--- src/rtl/lstm_weight_fetch_ctrl.sv ---
// rtl/lstm_weight_fetch_ctrl.sv - LSTM gate weight memory load/fetch sequencer with 2-entry skid FIFO
module lstm_wf_skid_fifo #(
    parameter int W = 18
) (
    input  logic         clk,
    input  logic         rst_n,
    input  logic         flush,
    input  logic         push,
    input  logic [W-1:0] push_data,
    input  logic         pop,
    output logic         out_valid,
    output logic [W-1:0] out_data,
    output logic [1:0]   count
);
    logic [W-1:0] mem [2];
    logic         rd_ptr;
    logic         wr_ptr;

    assign out_valid = (count != 2'd0);
    assign out_data  = mem[rd_ptr];

    always_ff @(posedge clk or negedge rst_n) begin
        if (!rst_n) begin
            mem[0] <= '0;
            mem[1] <= '0;
            rd_ptr <= 1'b0;
            wr_ptr <= 1'b0;
            count  <= 2'd0;
        end else if (flush) begin
            rd_ptr <= 1'b0;
            wr_ptr <= 1'b0;
            count  <= 2'd0;
        end else begin
            if (push) begin
                mem[wr_ptr] <= push_data;
                wr_ptr      <= ~wr_ptr;
            end
            if (pop) begin
                rd_ptr <= ~rd_ptr;
            end
            count <= count + {1'b0, push} - {1'b0, pop};
        end
    end
endmodule

module lstm_weight_fetch_ctrl #(
    parameter int RAM_WIDTH = 16,
    parameter int RAM_ADDR  = 9,
    parameter int CNT_W     = 9
) (
    input  logic                 clk,
    input  logic                 rst_n,
    input  logic                 start,
    input  logic                 abort,
    input  logic [RAM_ADDR-1:0]  base_addr,
    input  logic [CNT_W-1:0]     n_rows,
    input  logic [CNT_W-1:0]     n_cols,
    output logic                 busy,
    output logic                 done,
    output logic                 err,
    input  logic                 ld_valid,
    input  logic [RAM_ADDR-1:0]  ld_addr,
    input  logic [RAM_WIDTH-1:0] ld_data,
    output logic                 ld_ready,
    output logic                 mem_ce,
    output logic                 mem_we,
    output logic [RAM_ADDR-1:0]  mem_addr,
    output logic [RAM_WIDTH-1:0] mem_wdata,
    input  logic [RAM_WIDTH-1:0] mem_rdata,
    output logic                 w_valid,
    input  logic                 w_ready,
    output logic [RAM_WIDTH-1:0] w_data,
    output logic                 w_last_col,
    output logic                 w_last_row
);
    typedef enum logic [1:0] {
        IDLE  = 2'd0,
        RUN   = 2'd1,
        DRAIN = 2'd2
    } state_t;

    state_t state;
    state_t state_nxt;

    logic [RAM_ADDR-1:0] base_q;
    logic [RAM_ADDR-1:0] issue_idx;
    logic [CNT_W-1:0]    rows_q;
    logic [CNT_W-1:0]    cols_q;
    logic [CNT_W-1:0]    row_cnt;
    logic [CNT_W-1:0]    col_cnt;

    logic inflight;
    logic inflight_lc;
    logic inflight_lr;

    logic [1:0]           fifo_count;
    logic [2:0]           occ;
    logic [RAM_WIDTH+1:0] fifo_head;
    logic                 head_lc;
    logic                 head_lr;

    logic start_ok;
    logic start_bad;
    logic ld_fire;
    logic flush;
    logic pop;
    logic room;
    logic issue;
    logic col_wrap;
    logic row_last;
    logic last_issue;
    logic final_pop;

    assign start_ok  = (state == IDLE) && start && (n_rows != '0) && (n_cols != '0);
    assign start_bad = (state == IDLE) && start && ((n_rows == '0) || (n_cols == '0));
    assign ld_ready  = (state == IDLE) && !start;
    assign ld_fire   = ld_valid && ld_ready;
    assign busy      = (state != IDLE);
    assign flush     = abort && (state != IDLE);

    assign {w_data, head_lc, head_lr} = fifo_head;
    assign w_last_col = w_valid && head_lc;
    assign w_last_row = w_valid && head_lr;
    assign pop        = w_valid && w_ready;
    assign final_pop  = pop && head_lc && head_lr;

    // A read is only issued when a FIFO slot is guaranteed for its data next cycle.
    assign occ        = {1'b0, fifo_count} + {2'b00, inflight};
    assign room       = (occ < 3'd2) || ((occ == 3'd2) && pop);
    assign issue      = (state == RUN) && !abort && room;

    assign col_wrap   = (col_cnt == cols_q - CNT_W'(1));
    assign row_last   = (row_cnt == rows_q - CNT_W'(1));
    assign last_issue = col_wrap && row_last;

    always_ff @(posedge clk or negedge rst_n) begin
        if (!rst_n) begin
            state <= IDLE;
        end else begin
            state <= state_nxt;
        end
    end

    always_comb begin
        state_nxt = state;
        case (state)
            IDLE: begin
                if (start_ok) begin
                    state_nxt = RUN;
                end
            end
            RUN: begin
                if (abort) begin
                    state_nxt = IDLE;
                end else if (issue && last_issue) begin
                    state_nxt = DRAIN;
                end
            end
            DRAIN: begin
                if (abort || final_pop) begin
                    state_nxt = IDLE;
                end
            end
            default: state_nxt = IDLE;
        endcase
    end

    always_comb begin
        mem_ce    = 1'b0;
        mem_we    = 1'b0;
        mem_addr  = '0;
        mem_wdata = '0;
        if (ld_fire) begin
            mem_ce    = 1'b1;
            mem_we    = 1'b1;
            mem_addr  = ld_addr;
            mem_wdata = ld_data;
        end else if (issue) begin
            mem_ce    = 1'b1;
            mem_addr  = base_q + issue_idx;
        end
    end

    always_ff @(posedge clk or negedge rst_n) begin
        if (!rst_n) begin
            base_q    <= '0;
            rows_q    <= '0;
            cols_q    <= '0;
            row_cnt   <= '0;
            col_cnt   <= '0;
            issue_idx <= '0;
        end else if (start_ok) begin
            base_q    <= base_addr;
            rows_q    <= n_rows;
            cols_q    <= n_cols;
            row_cnt   <= '0;
            col_cnt   <= '0;
            issue_idx <= '0;
        end else if (flush) begin
            row_cnt   <= '0;
            col_cnt   <= '0;
            issue_idx <= '0;
        end else if (issue) begin
            issue_idx <= issue_idx + RAM_ADDR'(1);
            if (col_wrap) begin
                col_cnt <= '0;
                row_cnt <= row_cnt + CNT_W'(1);
            end else begin
                col_cnt <= col_cnt + CNT_W'(1);
            end
        end
    end

    // Row/column flags ride alongside the read so they enter the FIFO with its data.
    always_ff @(posedge clk or negedge rst_n) begin
        if (!rst_n) begin
            inflight    <= 1'b0;
            inflight_lc <= 1'b0;
            inflight_lr <= 1'b0;
        end else if (flush) begin
            inflight    <= 1'b0;
            inflight_lc <= 1'b0;
            inflight_lr <= 1'b0;
        end else begin
            inflight    <= issue;
            inflight_lc <= col_wrap;
            inflight_lr <= row_last;
        end
    end

    always_ff @(posedge clk or negedge rst_n) begin
        if (!rst_n) begin
            done <= 1'b0;
            err  <= 1'b0;
        end else begin
            done <= (state == DRAIN) && final_pop && !abort;
            err  <= start_bad;
        end
    end

    lstm_wf_skid_fifo #(
        .W(RAM_WIDTH + 2)
    ) u_fifo (
        .clk       (clk),
        .rst_n     (rst_n),
        .flush     (flush),
        .push      (inflight),
        .push_data ({mem_rdata, inflight_lc, inflight_lr}),
        .pop       (pop),
        .out_valid (w_valid),
        .out_data  (fifo_head),
        .count     (fifo_count)
    );
endmodule

--- config.mk ---
export PLATFORM = sky130hd
export DESIGN_NAME = lstm_weight_fetch_ctrl
export DESIGN_NICKNAME = d
export VERILOG_FILES = /design/src/rtl/lstm_weight_fetch_ctrl.sv
export SDC_FILE = /design/constraint.sdc
export NUM_CORES = 1
export LEC_CHECK = 0
export BUFFER_PORTS_ARGS = -buffer_cell sky130_fd_sc_hd__buf_4
export CORE_ASPECT_RATIO = 1.2
export CORE_MARGIN = 1
export CORE_UTILIZATION = 60
export CTS_CLUSTER_DIAMETER = 120
export CTS_CLUSTER_SIZE = 12
export DETAILED_ROUTE_END_ITERATION = 6
export PLACE_DENSITY = 0.86
export SYNTH_ARGS = -nofsm -noshare
export SYNTH_HDL_FRONTEND = slang
export SYNTH_HIERARCHICAL = 1
export SYNTH_SLANG_ARGS = --single-unit
--- constraint.sdc ---
create_clock -name clk -period 7.23 [get_ports clk]
set_clock_uncertainty 0.1 [all_clocks]
set_input_delay 1.446 -clock clk [delete_from_list [all_inputs] [get_ports clk]]
set_output_delay 1.446 -clock clk [all_outputs]
set_load 0.1 [all_outputs]
Word-level counts from Yosys, hierarchy flattened --
Cells that the tools add are included.
Cells by class: equal/unequal tests 8, add/sub/neg operators 9, reductions and logical operators 39, bitwise operators 5, magnitude comparators 4, muxes and demuxes 36
Operators by type and width (count):
- $mux 9 | 13
- $mux 18 | 4
- $bwmux 36 | 1
- $add 9x1->9 const B | 3
- $logic_and 1x1->1 | 20
- $demux 18 s1 | 1
- $eq 9x9->1 | 2
- $logic_not 9->1 | 2
- $reduce_bool 9->1 | 2
- $sub 9x1->9 const B | 2
- $mux 16 | 1
- $mux 1 | 10
- $mux 2 | 5
- $add 9x9->9 | 1
- $reduce_bool 2->1 | 4
- $pmux 2 s3 | 1
- $reduce_bool 3->1 | 2
- $ge 2x2->1 const B | 2
- $ne 2x2->1 const B | 2
- $not 1->2 | 2
- $reduce_and 2->1 | 2
- $add 2x1->3 | 1
- $eq 3x2->1 const B | 1
- $logic_or 1x1->1 | 3
- other kinds (11) | 14
Storage, ports and cells: logic and storage cells 118, flip-flop bits (word level) 101, input bits 74, output and inout bits 50

Depth between registers and ports, before layout --
depth after elaboration 9, depth in mapped cells 10, depth with buffers taken out 10

Modules after synthesis --
The synthesis kept the hierarchy.
By module, submodules not included:
- lstm_weight_fetch_ctrl | cells an instance 415, area each 4087.7 µm², sequential area each 1526.5 µm², instances 1
- lstm_wf_skid_fifo | cells an instance 113, area each 1828.0 µm², sequential area each 1001.0 µm², instances 1

Worst setup path after synthesis --
No wires, ideal clock.
kind input port to output port, start point input abort, end point output mem_addr[2], stages 5, arrival 4.448 ns, required time 5.684 ns, path slack 1.236 ns, path buffers 2, cells stage by stage nor4bb_1 > a21oi_1 > clkbuf_1 > clkbuf_1 > o21ai_0
Between the ends: word-level cells in the longest chain between the ends 5
Ends and longest elaborated chain:
- start: declaration | line 54 | input logic abort,
- $logic_not 1->1 | line 130 | assign issue = (state == RUN) && !abort && room;
- $logic_and 1x1->1 (2 in a row) | line 130
- $mux 9 | line 178 | end else if (issue) begin
- $mux 9 | line 173 | if (ld_fire) begin
- end: declaration | line 67 | output logic [RAM_ADDR-1:0] mem_addr,
Every way passes these cells.

Worst setup path after layout --
start point input abort, end point output mem_addr[7]
The elaborated chain is that of the path after synthesis.

==> results.md <==
- First-pass GRT wire length: 21800 microns
- Final Non-Filler Cells: 771
- Total core area: 9560 sq um
- Req. time, crit path: 5.68 ns
- Drt total wl: 13000 microns
- Clock transition at path regs: 0.06 ns
- Sequential area share after synthesis: 0.427
- Die Y: 111 microns
- Critical Path Source: abort
- Initial Util: 0.619
- Placed instance count: 758
- Mean number of vias per cell: 5.71
- Sink Count: 101
- Outcome: finished clean
- Peak Freq: 208 MHz
- Critical hold path startpoint: u_fifo/mem[15]
- Fin util: 0.748
- Final Power: 2.67 mW
- Initial antenna violation count: 0
- Synth unique cells: 62
- Peak supply drop: 0.181 mV
- CP most frequent cell: buf_4
- Worst r2r src: inflight
- Crit-path max FO: 27
- Post-Synthesis Cells: 528
- #FFs+latches synth: 101
- CTS tree: done
- Detailed Place HPWL: 9280 microns
- CTS H-Tree Depth: 3
- # IOs: 124
- Pwr dens: 373 nW/um^2
- Unrepaired setup endpoints after global routing: no
- Drt first pass iters: 4
- Final hold vios: 0
- Antenna viol nets, final: 0
- Vias in the first global route: 4680
- Slew @ Worst Pin: 1.12 ns
- Crit path largest cell delay: 0.36 ns
- Antenna cells: 0
- CP Cell Sequence: buf_4, nor4bb_1, a21oi_2, buf_4, inv_1, and3_1, mux2i_1, nand2_1, buf_4
- Kind of critical path: in -> out
- CTS Hold Buffers Added: 0
- Die Area: 10300 sq um
- Root buf cell: clkbuf_16
- TritonCTS Buffers: 9
- Filler instances: 667
- Mapped Area: 5920 sq um
- Final setup violation count: 0
- Gr ovfl total: 0
- Leakage power: 3.31 nW
- Drc violations: 0
- Horiz. Die Dim: 92.6 microns
- CP startpoint kind: input pin
- Synth area leader: dfrtp_1
- Prevailing post-synth register cell: dfrtp_1
- Row count: 39
- Via Count: 4402
- Max Cap Viol: 0
- Post-synthesis async set-or-reset flop share: 1.00
- Synth top area share: 0.427
- Buffers added on ports: 123
- Mean Syn Cell Area: 11.2 sq um
- Final Instance Area: 7160 sq um
- Crit path DAT: 3.25 ns
- DRT iter0 DRCs: 204
- Area Overhead vs Synth: 21.0%
- Slew margin rel.: 0.252
- Largest net degree at the start of global routing: 74
- Slowest cell on the critical path: inv_1
- Placer Congestion: 0.857
- Yosys warns: 6
- Syn nets: 621
- Setup TNS: 0 ns
- Routed length per instance: 16.8 microns
- Post_cts resized: 0
- Worst Hold Class: reg -> reg
- Layout cell share with drive strength beyond 1: 0.390
- Crit path time final: 4.80 ns
- Postcts setup bufs: 0
- Max Slew Vio Count: 0
- Period utilization: 0.663
- Nets: 739
- Crit. End Element: primary output
- EDFF count, synth: 0
- Insertion delay to the later sink of the worst-skew pair: 0.34 ns
- Longest Clk Path Bufs: 2
- Area after DPL: 6890 sq um
- Synth top area cells: dfrtp_1 43%, mux2_2 14%, xnor2_1 4.7%, ha_1 3.8%, mux2_4 2.5%
- GRT Util Overall: 0.265
==> through the flow <==
| step | setup slack [ns] | hold slack (ns) |
|---|---|---|
| finish | 2.43 | 0.403 |
| global route | 2.31 | 0.412 |
| CTS | 2.42 | 0.403 |
| detailed placement | 2.44 | 0.387 |
| global placement | 2.52 | 0.381 |
| floorplan | 1.24 | 0.374 |
==> power breakdown <==
group / internal [mW] / switching [mW]
Combinational: 0.451 / 0.932
Sequential: 0.711 / 0.133
Clock: 0.247 / 0.193
Total: 1.41 / 1.26
==> final cells by class <==
cell class / count / area [sq um] / area share
clock buffers: 12 / 256 / 0.0358
flip-flops and latches: 101 / 2530 / 0.353
repair buffers: 128 / 961 / 0.134
clock inverters: 1 / 8.76 / 0.00122
well taps: 123 / 154 / 0.0215
multi-input cells: 391 / 3190 / 0.446
inverters: 15 / 56.3 / 0.00787
==> worst paths after layout <==
| kind | to | slack (ns) | cells after the start |
|---|---|---|---|
| max | mem_addr[7] | 2.43 | 9 |
| min | u_fifo/mem[15] | 0.40 | 1 |
| max reg2reg | row_cnt[8] | 4.26 | 11 |
| min reg2reg | u_fifo/mem[15] | 0.40 | 1 |
| max in group asynchronous | u_fifo/mem[1] | 4.86 | 2 |
| min in group asynchronous | u_fifo/mem[32] | 0.93 | 1 |
==> metal layers <==
| metal | part of all wire | track usage | up-vias | wire, microns |
|---|---|---|---|---|
| met2 | 0.53 | 0.480 | 123 | 6850 |
| met3 | 0.041 | 0.0418 | 17 | 532 |
| li1 | - | - | 2105 | - |
| met5 | 0 | 0 | - | 0 |
| met1 | 0.42 | 0.317 | 2157 | 5410 |
| met4 | 0.014 | 0.0923 | 0 | 186 |
==> logic make-up after synthesis <==
| logic type | Yosys count | synth area share |
|---|---|---|
| simple gates | 183 | 0.183 |
| flops | 101 | 0.427 |
| mux | 91 | 0.177 |
| compound gates | 53 | 0.0662 |
| xor+xnor | 45 | 0.0690 |
| buf+inv | 36 | 0.0362 |
| fa+ha+maj | 19 | 0.0415 |
==> state kept, by name (all words and copies together) (netlist names) <==
name and count:
inflight_lc 1, rows_q 9, state 2, inflight_lr 1, issue_idx 9, u_fifo/count 2, u_fifo/mem 36, base_q 9
col_cnt 9, done 1, u_fifo/rd_ptr 1, err 1, u_fifo/wr_ptr 1, row_cnt 9, inflight 1, cols_q 9
==> synthesized netlist by cell type, types with 3 or more instances <==
master      n
buf_6       4
a21oi_1    12
mux2_2     71
a22o_1      3
nor2_1     30
nand2b_1    6
o21ai_0    15
ha_1       18
dfrtp_1   101
and3_1     20
mux2i_1    10
xor2_1     12
or2_2       3
nor2b_1     9
nand2_1    36
xnor2_1    32
inv_1      15
clkbuf_8    3
nor3_1      7
nor4_1      5
nor3_2      7
and2_1      4
or2b_2      5
nand4_1    11
nor3b_1     4
nand3_1    14
nor4bb_1    4
mux2_4     10
a211oi_1    5
clkbuf_1   11
==> placed cells by master (no fill, tap or decap), drive strengths merged, types with 15 or more instances in the layout <==
cell type,count
and3,22
buf,128
dfrtp,101
ha,18
inv,15
mux2,81
nand2,36
nor2,31
o21ai,16
xnor2,32
==> worst max-delay path, delay by kind of cell <==
kind,cells,cell delay (ns)
buf+inv,4,1.00
simple gates,3,0.63
compound gates,1,0.09
mux,1,0.07
(Power assumes the default switching activity.)
